==> src/rtl/cpu_pkg.sv <==
// Shared encodings for the instruction sequencer: FSM states, opcode/op fields
// and writeback mux selects.
package cpu_pkg;

  typedef enum logic [2:0] {
    S_WAIT   = 3'd0,
    S_DECODE = 3'd1,
    S_GET_A  = 3'd2,
    S_GET_B  = 3'd3,
    S_EXEC   = 3'd4,
    S_WR_REG = 3'd5,
    S_WR_IMM = 3'd6
  } state_t;

  localparam logic [2:0] OPC_MOV = 3'b110;
  localparam logic [2:0] OPC_ALU = 3'b101;

  localparam logic [1:0] OP_MOV_REG = 2'b00;
  localparam logic [1:0] OP_MOV_IMM = 2'b10;
  localparam logic [1:0] OP_ADD     = 2'b00;
  localparam logic [1:0] OP_CMP     = 2'b01;
  localparam logic [1:0] OP_AND     = 2'b10;
  localparam logic [1:0] OP_MVN     = 2'b11;

  localparam logic [1:0] VSEL_C   = 2'b00;
  localparam logic [1:0] VSEL_IMM = 2'b10;

endpackage

==> src/rtl/instr_dec.sv <==
// Instruction field extraction and immediate sign extension; purely combinational.
import cpu_pkg::*;

module instr_dec (
  input  logic [15:0] i_ir,
  output logic [2:0]  o_opcode,
  output logic [1:0]  o_op,
  output logic [2:0]  o_rn,
  output logic [2:0]  o_rd,
  output logic [1:0]  o_sh,
  output logic [2:0]  o_rm,
  output logic [15:0] o_sximm8,
  output logic [15:0] o_sximm5
);

  assign o_opcode = i_ir[15:13];
  assign o_op     = i_ir[12:11];
  assign o_rn     = i_ir[10:8];
  assign o_rd     = i_ir[7:5];
  assign o_sh     = i_ir[4:3];
  assign o_rm     = i_ir[2:0];
  assign o_sximm8 = {{8{i_ir[7]}}, i_ir[7:0]};
  assign o_sximm5 = {{11{i_ir[4]}}, i_ir[4:0]};

endmodule

==> src/rtl/instr_sequencer.sv <==
// Multi-cycle controller: holds the instruction register and steps the register
// file / ALU datapath through one instruction at a time with Moore outputs.
//
// state    | meaning
// WAIT     | idle, w=1; load captures IR, s starts an instruction
// DECODE   | classify IR; flags undefined opcodes
// GET_A    | read Rn into A
// GET_B    | read Rm into B
// EXEC     | ALU result into C, or status for CMP
// WR_REG   | write C to Rd
// WR_IMM   | write sximm8 to Rn
import cpu_pkg::*;

module instr_sequencer #(
  parameter int DATA_W = 16,
  parameter int REG_AW = 3
) (
  input  logic              clk,
  input  logic              reset,
  input  logic              s,
  input  logic              load,
  input  logic [DATA_W-1:0] in,
  output logic              w,
  output logic [REG_AW-1:0] readnum,
  output logic [REG_AW-1:0] writenum,
  output logic              write,
  output logic              loada,
  output logic              loadb,
  output logic              loadc,
  output logic              loads,
  output logic              asel,
  output logic              bsel,
  output logic [1:0]        vsel,
  output logic [1:0]        shift,
  output logic [1:0]        ALUop,
  output logic [DATA_W-1:0] sximm8,
  output logic [DATA_W-1:0] sximm5,
  output logic              illegal
);

  logic [DATA_W-1:0] r_ir;
  state_t            r_state;
  state_t            w_next;

  logic [2:0] w_opcode, w_rn, w_rd, w_rm;
  logic [1:0] w_op, w_sh;
  logic       w_mov_imm, w_mov_reg, w_alu, w_cmp;

  instr_dec u_dec (
    .i_ir     (r_ir),
    .o_opcode (w_opcode),
    .o_op     (w_op),
    .o_rn     (w_rn),
    .o_rd     (w_rd),
    .o_sh     (w_sh),
    .o_rm     (w_rm),
    .o_sximm8 (sximm8),
    .o_sximm5 (sximm5)
  );

  assign w_mov_imm = (w_opcode == OPC_MOV) && (w_op == OP_MOV_IMM);
  assign w_mov_reg = (w_opcode == OPC_MOV) && (w_op == OP_MOV_REG);
  assign w_alu     = (w_opcode == OPC_ALU);
  assign w_cmp     = w_alu && (w_op == OP_CMP);

  assign ALUop = w_op;
  assign shift = w_mov_imm ? 2'b00 : w_sh;

  // IR only moves in WAIT, so a load during a busy instruction is dropped
  always_ff @(posedge clk) begin
    if (reset) begin
      r_state <= S_WAIT;
      r_ir    <= '0;
    end else begin
      r_state <= w_next;
      if (r_state == S_WAIT && load) r_ir <= in;
    end
  end

  always_comb begin
    w_next   = r_state;
    w        = 1'b0;
    readnum  = '0;
    writenum = '0;
    write    = 1'b0;
    loada    = 1'b0;
    loadb    = 1'b0;
    loadc    = 1'b0;
    loads    = 1'b0;
    asel     = 1'b0;
    bsel     = 1'b0;
    vsel     = VSEL_C;
    illegal  = 1'b0;
    case (r_state)
      S_WAIT: begin
        w = 1'b1;
        if (s) w_next = S_DECODE;
      end
      S_DECODE: begin
        if (w_mov_imm)                        w_next = S_WR_IMM;
        else if (w_mov_reg)                   w_next = S_GET_B;
        else if (w_alu && w_op == OP_MVN)     w_next = S_GET_B;
        else if (w_alu)                       w_next = S_GET_A;
        else begin
          illegal = 1'b1;
          w_next  = S_WAIT;
        end
      end
      S_GET_A: begin
        readnum = w_rn;
        loada   = 1'b1;
        w_next  = S_GET_B;
      end
      S_GET_B: begin
        readnum = w_rm;
        loadb   = 1'b1;
        w_next  = S_EXEC;
      end
      S_EXEC: begin
        asel = w_mov_reg;
        if (w_cmp) begin
          loads  = 1'b1;
          w_next = S_WAIT;
        end else begin
          loadc  = 1'b1;
          w_next = S_WR_REG;
        end
      end
      S_WR_REG: begin
        writenum = w_rd;
        vsel     = VSEL_C;
        write    = 1'b1;
        w_next   = S_WAIT;
      end
      S_WR_IMM: begin
        writenum = w_rn;
        vsel     = VSEL_IMM;
        write    = 1'b1;
        w_next   = S_WAIT;
      end
      default: w_next = S_WAIT;
    endcase
  end

endmodule

==> config.mk <==
export PLATFORM = sky130hd
export DESIGN_NAME = instr_sequencer
export DESIGN_NICKNAME = d
export VERILOG_FILES = /design/src/rtl/cpu_pkg.sv /design/src/rtl/instr_dec.sv /design/src/rtl/instr_sequencer.sv
export SDC_FILE = /design/constraint.sdc
export NUM_CORES = 1
export LEC_CHECK = 0
export ABC_CLOCK_PERIOD_IN_PS = 4000
export CAP_MARGIN = 20
export CORE_ASPECT_RATIO = 0.5
export CORE_MARGIN = 2
export CORE_UTILIZATION = 41
export CTS_CLUSTER_SIZE = 20
export DETAILED_ROUTE_END_ITERATION = 12
export MAX_ROUTING_LAYER = met4
export PLACE_DENSITY = 0.87
export SLEW_MARGIN = 20
export SYNTH_ARGS = -nofsm -noshare
export SYNTH_HDL_FRONTEND = slang
export SYNTH_SLANG_ARGS = --single-unit
==> constraint.sdc <==
create_clock -name clk -period 4 [get_ports clk]
set_input_delay 1.2 -clock clk [delete_from_list [all_inputs] [get_ports clk]]
set_output_delay 1.2 -clock clk [all_outputs]
set_load 0.03 [all_outputs]
[Yosys cells after proc, flatten, opt, wreduce, memory -nomap -nowiden]
Index checks and enable logic that the tools add are counted.
Word-level totals
  output and inout port bits: 53
  flip-flop bits (word level): 19
  bits in latches: 0
  memories: 0
  memory bits (writable): 0
  logic and storage cells: 47
  bits in read-only memories: 0
  input port bits: 20
Cells by class
  mux-type cells: 25
  divide/modulo/power cells: 0
  shifts and indexed selects: 0
  multipliers: 0
  bitwise operators: 0
  reduce and logical (&&, ||, !) cells: 8
  equality and inequality tests: 12
  magnitude comparators: 0
  add/sub/neg operators: 0
Operator list (number)
  3-bit == test, second input constant: 5
  3-bit case mux with 5 select lines: 1
  1-bit two-way mux: 14
  3-bit case mux with 2 select lines: 2
  2-bit two-way mux: 5
  3-bit two-way mux: 3
  3-bit by 2-bit == test with 1-bit output, second input constant: 2
  1-bit logical AND: 5
  2-bit == test, second input constant: 2
  3-bit by 1-bit == test with 1-bit output, second input constant: 1
  3-bit logical NOT: 1
  2-bit by 1-bit == test with 1-bit output, second input constant: 1
  2-bit logical NOT: 1
  2-bit != test, second input constant: 1
  2-bit OR reduction: 1

[Longest topological paths before layout]
Gate-level depths: netlist of run 1.
  depth in word-level cells: 6
  depth in mapped cells: 5
  mapped depth without buffers: 3

[Modules after synthesis]
Synthesis of run 1 repeated with hierarchy kept, for this count alone.
Second synthesis, totals
  cells, all modules: 178
  area, all modules: 1357.6 µm²
Modules (own cells, without submodules)
  instr_sequencer: times used 1, sequential area each 380.4 µm², cells an instance 130, area an instance 997.2 µm²
  instr_dec: times used 1, sequential area each 0.0 µm², cells an instance 48, area an instance 360.3 µm²

[Least setup slack after synthesis of run 1]
OpenSTA, ideal clock, no wires.
  path kind: reg2out
  start: reg r_ir[14]
  end: out illegal
  path buffers: 0
  data arrival time: 1613 ps
  setup slack: 1187 ps
  required time: 2800 ps
  cell stages (with the launch flop): 4
  cell sequence: dfxtp_1 nor3b_1 o21ai_0 nor4bb_1
Between the ends
  word-level cells in the longest chain between the ends: 6
RTL lines
  from (decl): line instr_sequencer.sv:41  | logic [DATA_W-1:0] r_ir;
  from (signal assigned): line instr_sequencer.sv:76  | if (r_state == S_WAIT && load) r_ir <= in;
  3-bit == test: line instr_sequencer.sv:63  | assign w_alu = (w_opcode == OPC_ALU);
  1-bit two-way mux / 1-bit logical AND (equally long branches): line instr_sequencer.sv:103, instr_sequencer.sv:102
  1-bit two-way mux: line instr_sequencer.sv:102  | else if (w_alu && w_op == OP_MVN) w_next = S_GET_B;
  1-bit two-way mux: line instr_sequencer.sv:101  | else if (w_mov_reg) w_next = S_GET_B;
  1-bit two-way mux (*): line instr_sequencer.sv:100  | if (w_mov_imm) w_next = S_WR_IMM;
  1-bit two-way mux (*): line instr_sequencer.sv:94  | case (r_state)
  to (decl): line instr_sequencer.sv:38  | output logic illegal
Every way passes the cells marked *; elsewhere a longest branch is shown, timed or not.

[Worst setup path in the final report of run 1]
  start: reg r_state[1]
  end: out writenum[2]
Between the ends
  word-level cells in the longest chain between the ends: 2
RTL lines
  from (decl): line instr_sequencer.sv:42  | state_t r_state;
  from (signal assigned): line instr_sequencer.sv:75  | r_state <= w_next;
  3-bit == test: line instr_sequencer.sv:94
  3-bit case mux with 2 select lines (*): line instr_sequencer.sv:94
  to (decl): line instr_sequencer.sv:25  | output logic [REG_AW-1:0] writenum,
Marks and branches as above.

==> metrics.txt, run 1 <==
result of the run=completed; Worst-Margin Slew=812.6 ps; first-pass iteration count of the detailed router=4; number of buffers created by CTS=3; worst path bufs/invs=1; GRT Resource Usage Total=18.55%; top-level port count=73; Fin Setup TNS=0 ps; crit path max-delay cell type=clkdlybuf4s50_1; Setup CP Type=reg2out; PwrDens=292.6 nW/um2; Setup-failing EPs final=0; vias after detailed routing=1,154; maximum net fanout on the critical path=13; Most common cell on crit path=nor2b_1; placement row count=14; simple-gate share of the synthesized area=27.47%; average instance area after synthesis=7.591 um2; final hold violations=0; Post CTS Setup Buffer Count=0; clock network latency to the later pin of the worst-skew pair=260 ps; storage element area=380.4 um2; count of port buffers added during placement=70; total wire length=3.055 mm; number of buffers between clock root and the deepest sink=2; cell area after layout=1732 um2; CP top delay family=buffers and inverters; Setup crit start kind=register; antenna violation net count after detailed routing=0; Yosys top cell area share=30.37%; Leakage Power=0.6187 nW; layout overhead on the synthesized area=38.26%; number of violations of the max-capacitance limit=0; total gr overflow=0; register bit count reported by yosys=19; post-CTS clock slew at the launch and capture registers of the worst setup and hold paths=70 ps; Post-synth ARST share=0%; TritonCTS Sinks=19; unrepaired setup endpoints after global routing=false; cell area after technology mapping=1252 um2; Area contributors post-synth=dfxtp_1 30%, buf_4 22%, nand2_1 9.9%, a21oi_1 7.6%, nor2b_1 4.0%; number of nets in the final layout=215; commonest cells in the synthesized netlist=36 x buf_4, 33 x nand2_1, 19 x a21oi_1, 19 x dfxtp_1, 8 x nor2b_1; total number of yosys warnings=0; portion of the post-synthesis area used by sequential elements=30.37%; clk root buf=clkbuf_8; post-synthesis adder-cell area fraction=0%; Crit path largest cell delay=680 ps; mux cell area share after synthesis=0%; critical path arrival=2150 ps; gate count after technology mapping=165; maximum number of pins on one net before global-route repair=22; average via count per standard cell=4.932; vias in the first global route=1,116; DRC violations left=0; fill cell instance count of the final layout=261; most frequent cell after synthesis=buf_4; estimated wirelength of the detail-placed design=2.307 mm; violation count after the first detailed-routing iteration=82; die width=82.17 um; Antenna Cells=0; achievable frequency=298.2 MHz; starting utilization of the core area=42.31%; worst ir drop on vdd=114.6 uV; compound-gate portion of the synthesized area=15.88%; Hold Path Class=reg2reg; Synth cell types=34; dominant combinational cell family by area after synthesis=simple AND/OR/NAND/NOR gates; Floorplan Core Area=2960 um2; largest area contributor in the netlist=dfxtp_1; global placer's final weighted congestion=0.8090; chain of cells forming the critical path=nor2b_1, a22oi_1, nor2b_1, clkdlybuf4s50_1; number of enable-type register cells in the synthesized netlist=0; fraction of layout instances using a drive strength above 1=2.577%; clock period minus final worst setup slack=3353 ps; CTS hold repair buffers=0; Wirelength per Cell=13.06 um; wire length of the first global-routing pass=4.912 mm; setup skew after layout=1.233 ps; number of H-tree branching levels=1; Critical Path Sink Type=output pin; antenna violations before repair=0; Die Footprint=3540 um2; headroom to the max-slew limit=45.60%; number of slew-limit violations in the final report=0; placed inst area=1685 um2; Worst Path Required=2800 ps; leading register cell type out of synthesis=dfxtp_1; Die Y-Extent=43.08 um; Resized cells post-CTS=0; Tcrit/Tclk final=83.82%; multi-input combinational cell area=550.5 um2; CTS tree=built; Synth Area in XOR/XNOR=0%
## state kept, by name (all words and copies together), names as in the netlist
name / flops
r_ir: 16
r_state: 3
## logic make-up after synthesis
| group | after synthesis |
|---|---|
| compound gates | 33 |
| flops | 19 |
| buf+inv | 47 |
| other cells | 1 |
| simple gates | 65 |
## cell usage in the layout (no fill, tap or decap), types with 2 or more instances in the layout
cell / instances
o211ai_1: 2
a21oi_1: 19
nand3_1: 2
nor2_1: 6
or4_1: 2
conb_1: 2
a22oi_1: 3
o21ai_0: 2
nand3b_1: 2
clkbuf_8: 3
nor2b_1: 8
nand2_1: 33
dfxtp_1: 19
a22o_1: 3
clkdlybuf4s50_1: 70
nand2b_1: 2
## per-layer routing
metal  global-route usage, %  routed length (um)
met4                   5.333                  38
met3                   4.681                 190
met1                   21.27                1196
met5                       -                   0
met2                   32.20                1629
## power breakdown
| part | switching [mW] | internal (mW) |
|---|---|---|
| clock | 0.0651 | 0.0693 |
| combinational | 0.0871 | 0.0691 |
| sequential | 0.0159 | 0.200 |
## cell type report
class                   instances  share of cell area, %
well taps                      40                  2.890
multi-input cells             100                  31.79
repair buffers                 70                  40.46
clock buffers                   3                  2.384
flip-flops and latches         19                  21.97
inverters                       1                 0.2168
clock inverters                 1                 0.2890
## tightest hold or removal path: stages, from the launching register on
cell	delay, ps
dfxtp_1	320
nand2_1	60
a21oi_1	50
## through the flow
stage / setup WS (ps) / utilization, % / instances / power (mW) / hold slack (ps)
4_1_cts: 675.1 / 58.50 / 234 / 0.5102 / 484.4
6_report: 647.1 / 58.50 / 234 / 0.5067 / 478.3
5_1_grt: 530.6 / 58.50 / 234 / 0.5281 / 513.7
3_5_place_dp: 973.2 / 56.93 / 230 / 0.3767 / 474.2
2_1_floorplan: 1187 / - / 166 / 0.3350 / 449.4
3_3_place_gp: 990.0 / 56.93 / 230 / 0.3736 / 464.4
## path summary, 6_finish.rpt
check / from / endpoint / slack (ps) / depth (start not counted)
min: r_ir[5]$_SDFFE_PP0P_ / r_ir[5]$_SDFFE_PP0P_ / 480 / 2
max reg2reg: r_state[2]$_SDFFE_PP0P_ / r_ir[15]$_SDFFE_PP0P_ / 2220 / 3
max: r_state[1]$_SDFFE_PP0P_ / writenum[2] / 650 / 4
min reg2reg: r_ir[5]$_SDFFE_PP0P_ / r_ir[5]$_SDFFE_PP0P_ / 480 / 2
Note: power is estimated with default switching activity, not from simulation.
==> inputs of run 2 (changes only) <==
--- a/config.mk
+++ b/config.mk
@@ -5,15 +5,15 @@
 export SDC_FILE = /design/constraint.sdc
 export NUM_CORES = 1
 export LEC_CHECK = 0
-export ABC_CLOCK_PERIOD_IN_PS = 4000
+export ABC_CLOCK_PERIOD_IN_PS = 2800
 export CAP_MARGIN = 20
 export CORE_ASPECT_RATIO = 0.5
 export CORE_MARGIN = 2
-export CORE_UTILIZATION = 41
+export CORE_UTILIZATION = 34
 export CTS_CLUSTER_SIZE = 20
 export DETAILED_ROUTE_END_ITERATION = 12
 export MAX_ROUTING_LAYER = met4
-export PLACE_DENSITY = 0.87
+export PLACE_DENSITY = 0.77
 export SLEW_MARGIN = 20
 export SYNTH_ARGS = -nofsm -noshare
 export SYNTH_HDL_FRONTEND = slang
==> constraint.sdc (replaced) <==
create_clock -name clk -period 2.8 [get_ports clk]
set_input_delay 0.84 -clock clk [delete_from_list [all_inputs] [get_ports clk]]
set_output_delay 0.84 -clock clk [all_outputs]
set_load 0.03 [all_outputs]
==> metrics.txt, run 2 (synthesis results as in run 1) <==
post-CTS clock slew at the launch and capture registers of the worst setup and hold paths=70 ps; layout overhead on the synthesized area=44.86%; most frequent cells in the layout=61 x clkdlybuf4s50_1, 33 x nand2_1, 19 x a21oi_1; Leakage Power=0.8002 nW; antenna violations before repair=0; starting utilization of the core area=36.07%; violation count after the first detailed-routing iteration=50; antenna violation net count after detailed routing=0; topmost layer with routed signal wires=met4; unrepaired setup endpoints after global routing=false; total gr overflow=0; achievable frequency=370.5 MHz; final hold violations=0; maximum net fanout on the critical path=6; estimated wirelength of the detail-placed design=2.345 mm; GRT Resource Usage Total=14.56%; met1 wire length=1.350 mm; critical path arrival=1860 ps; Critical Path Sink Type=output pin; number of slew-limit violations in the final report=0; hold-critical path depth=2; average via count per standard cell=4.653; Crit path largest cell delay=680 ps; number of nets in the final layout=221; placement row count=15; worst setup timing slack at the placement stage=202.3 ps; RR Endpoint=r_ir[9]$_SDFFE_PP0P_; number of buffers between clock root and the deepest sink=2; setup skew after layout=7.811 ps; TritonCTS Sinks=19; slack of the worst reg-to-reg path=1010 ps; Die Y-Extent=46.92 um; global placer's final weighted congestion=0.7751; Die Footprint=4215 um2; startpoint of the most critical register-to-register path=r_state[0]$_SDFFE_PP0P_; Endpoint, Worst Hold=r_ir[5]$_SDFFE_PP0P_; top-level port count=73; worst ir drop on vdd=154.9 uV; clock period minus final worst setup slack=2699 ps; Setup CP Type=reg2out; CTS tree=built; clk root buf=clkbuf_8; Hold Path Class=reg2reg; worst path bufs/invs=2; total met3 wirelength after detailed routing=99 um; clock network latency to the later pin of the worst-skew pair=260 ps; Setup-failing EPs final=0; total wire length=3.010 mm; startpoint of the lowest-slack hold path=r_ir[5]$_SDFFE_PP0P_; vias in the first global route=1,018; Tcrit/Tclk final=96.39%; Worst Path Required=1960 ps; Antenna Cells=0; PwrDens=399.0 nW/um2; maximum number of pins on one net before global-route repair=19; wire length of the first global-routing pass=4.733 mm; first-pass iteration count of the detailed router=4; vias after detailed routing=1,168; Wirelength per Cell=11.99 um; most flop-heavy register=r_ir; Setup crit start kind=register; number of cell instances on the worst register-to-register path=4; number of H-tree branching levels=1; Fin Setup TNS=0 ps; count of port buffers added during placement=70; die width=89.84 um; most common library cell in the layout ignoring fill and taps=clkdlybuf4s50_1; headroom to the max-slew limit=63.33%; result of the run=completed; DRC violations left=0; fin worst setup slack=101.0 ps; number of violations of the max-capacitance limit=0; Floorplan Core Area=3472 um2; Largest regs=r_ir (16), r_state (3); Worst-Margin Slew=550.0 ps; max FFs per register=16; fraction of layout instances using a drive strength above 1=6.500%; CP top delay family=buffers and inverters; crit path max-delay cell type=clkdlybuf4s50_1; chain of cells forming the critical path=nor3b_1, buf_4, and3_1, nor2b_1, clkdlybuf4s50_1; met2 routed WL=1.533 mm; number of buffers created by CTS=3; CTS hold repair buffers=0
run 2: where the power goes:
part,internal [mW],switching [mW]
Clock,0.101,0.0873
Combinational,0.103,0.126
Sequential,0.286,0.0208
Total,0.490,0.234
run 2: per-stage QoR:
step                      total power [mW]  area, um2  cells  hold WS (ps)  util [%]
final                               0.7239       1814    251         478.9     52.25
after global routing                0.7607       1814    251         499.5     52.25
after global placement              0.5399       1744    247         464.3     50.23
after CTS                           0.7295       1788    251         482.2     51.50
after detailed placement            0.5433       1744    247         473.1     50.23
after floorplan                     0.4785       1256    166         449.4         -
run 2: worst max-delay path by stage:
stage | end | slack, ps | depth (start not counted) | from
after floorplan | illegal | 350 | 3 | r_ir[14]$_SDFFE_PP0P_
after global placement | illegal | 210 | 5 | r_ir[14]$_SDFFE_PP0P_
after detailed placement | illegal | 200 | 5 | r_ir[14]$_SDFFE_PP0P_
after CTS | readnum[1] | 0.2 | 4 | r_state[0]$_SDFFE_PP0P_
after global routing | shift[0] | 20 | 5 | r_ir[14]$_SDFFE_PP0P_
final | shift[1] | 100 | 5 | r_ir[14]$_SDFFE_PP0P_
run 2: final cells by class:
class / instances / area (um2)
Inverter: 1 / 3.754
Sequential cell: 19 / 381.6
Multi-Input combinational cell: 100 / 555.5
Fill cell: 321 / 1658
Tap cell: 51 / 63.81
Clock buffer: 4 / 45.04
Timing Repair Buffer: 76 / 764.5
run 2: worst min-delay path: cells and delay by family, from the launching register on:
family	cells	cell delay (ps)
compound gates	1	50
simple gates	1	60
flops	1	330
run 2: layer usage:
layer / up-vias / track usage [%]
li1: 584 / -
met1: 558 / 16.97
met2: 24 / 26.82
met3: 2 / 3.210
met4: 0 / 3.692
met5: - / -
run 2: repair_timing:
item                                    in CTS  in global routing
endpoints found under the setup margin       1                  9
gates cloned                                 0                  0
resized for setup                            1                 11
setup buffers                                0                  0
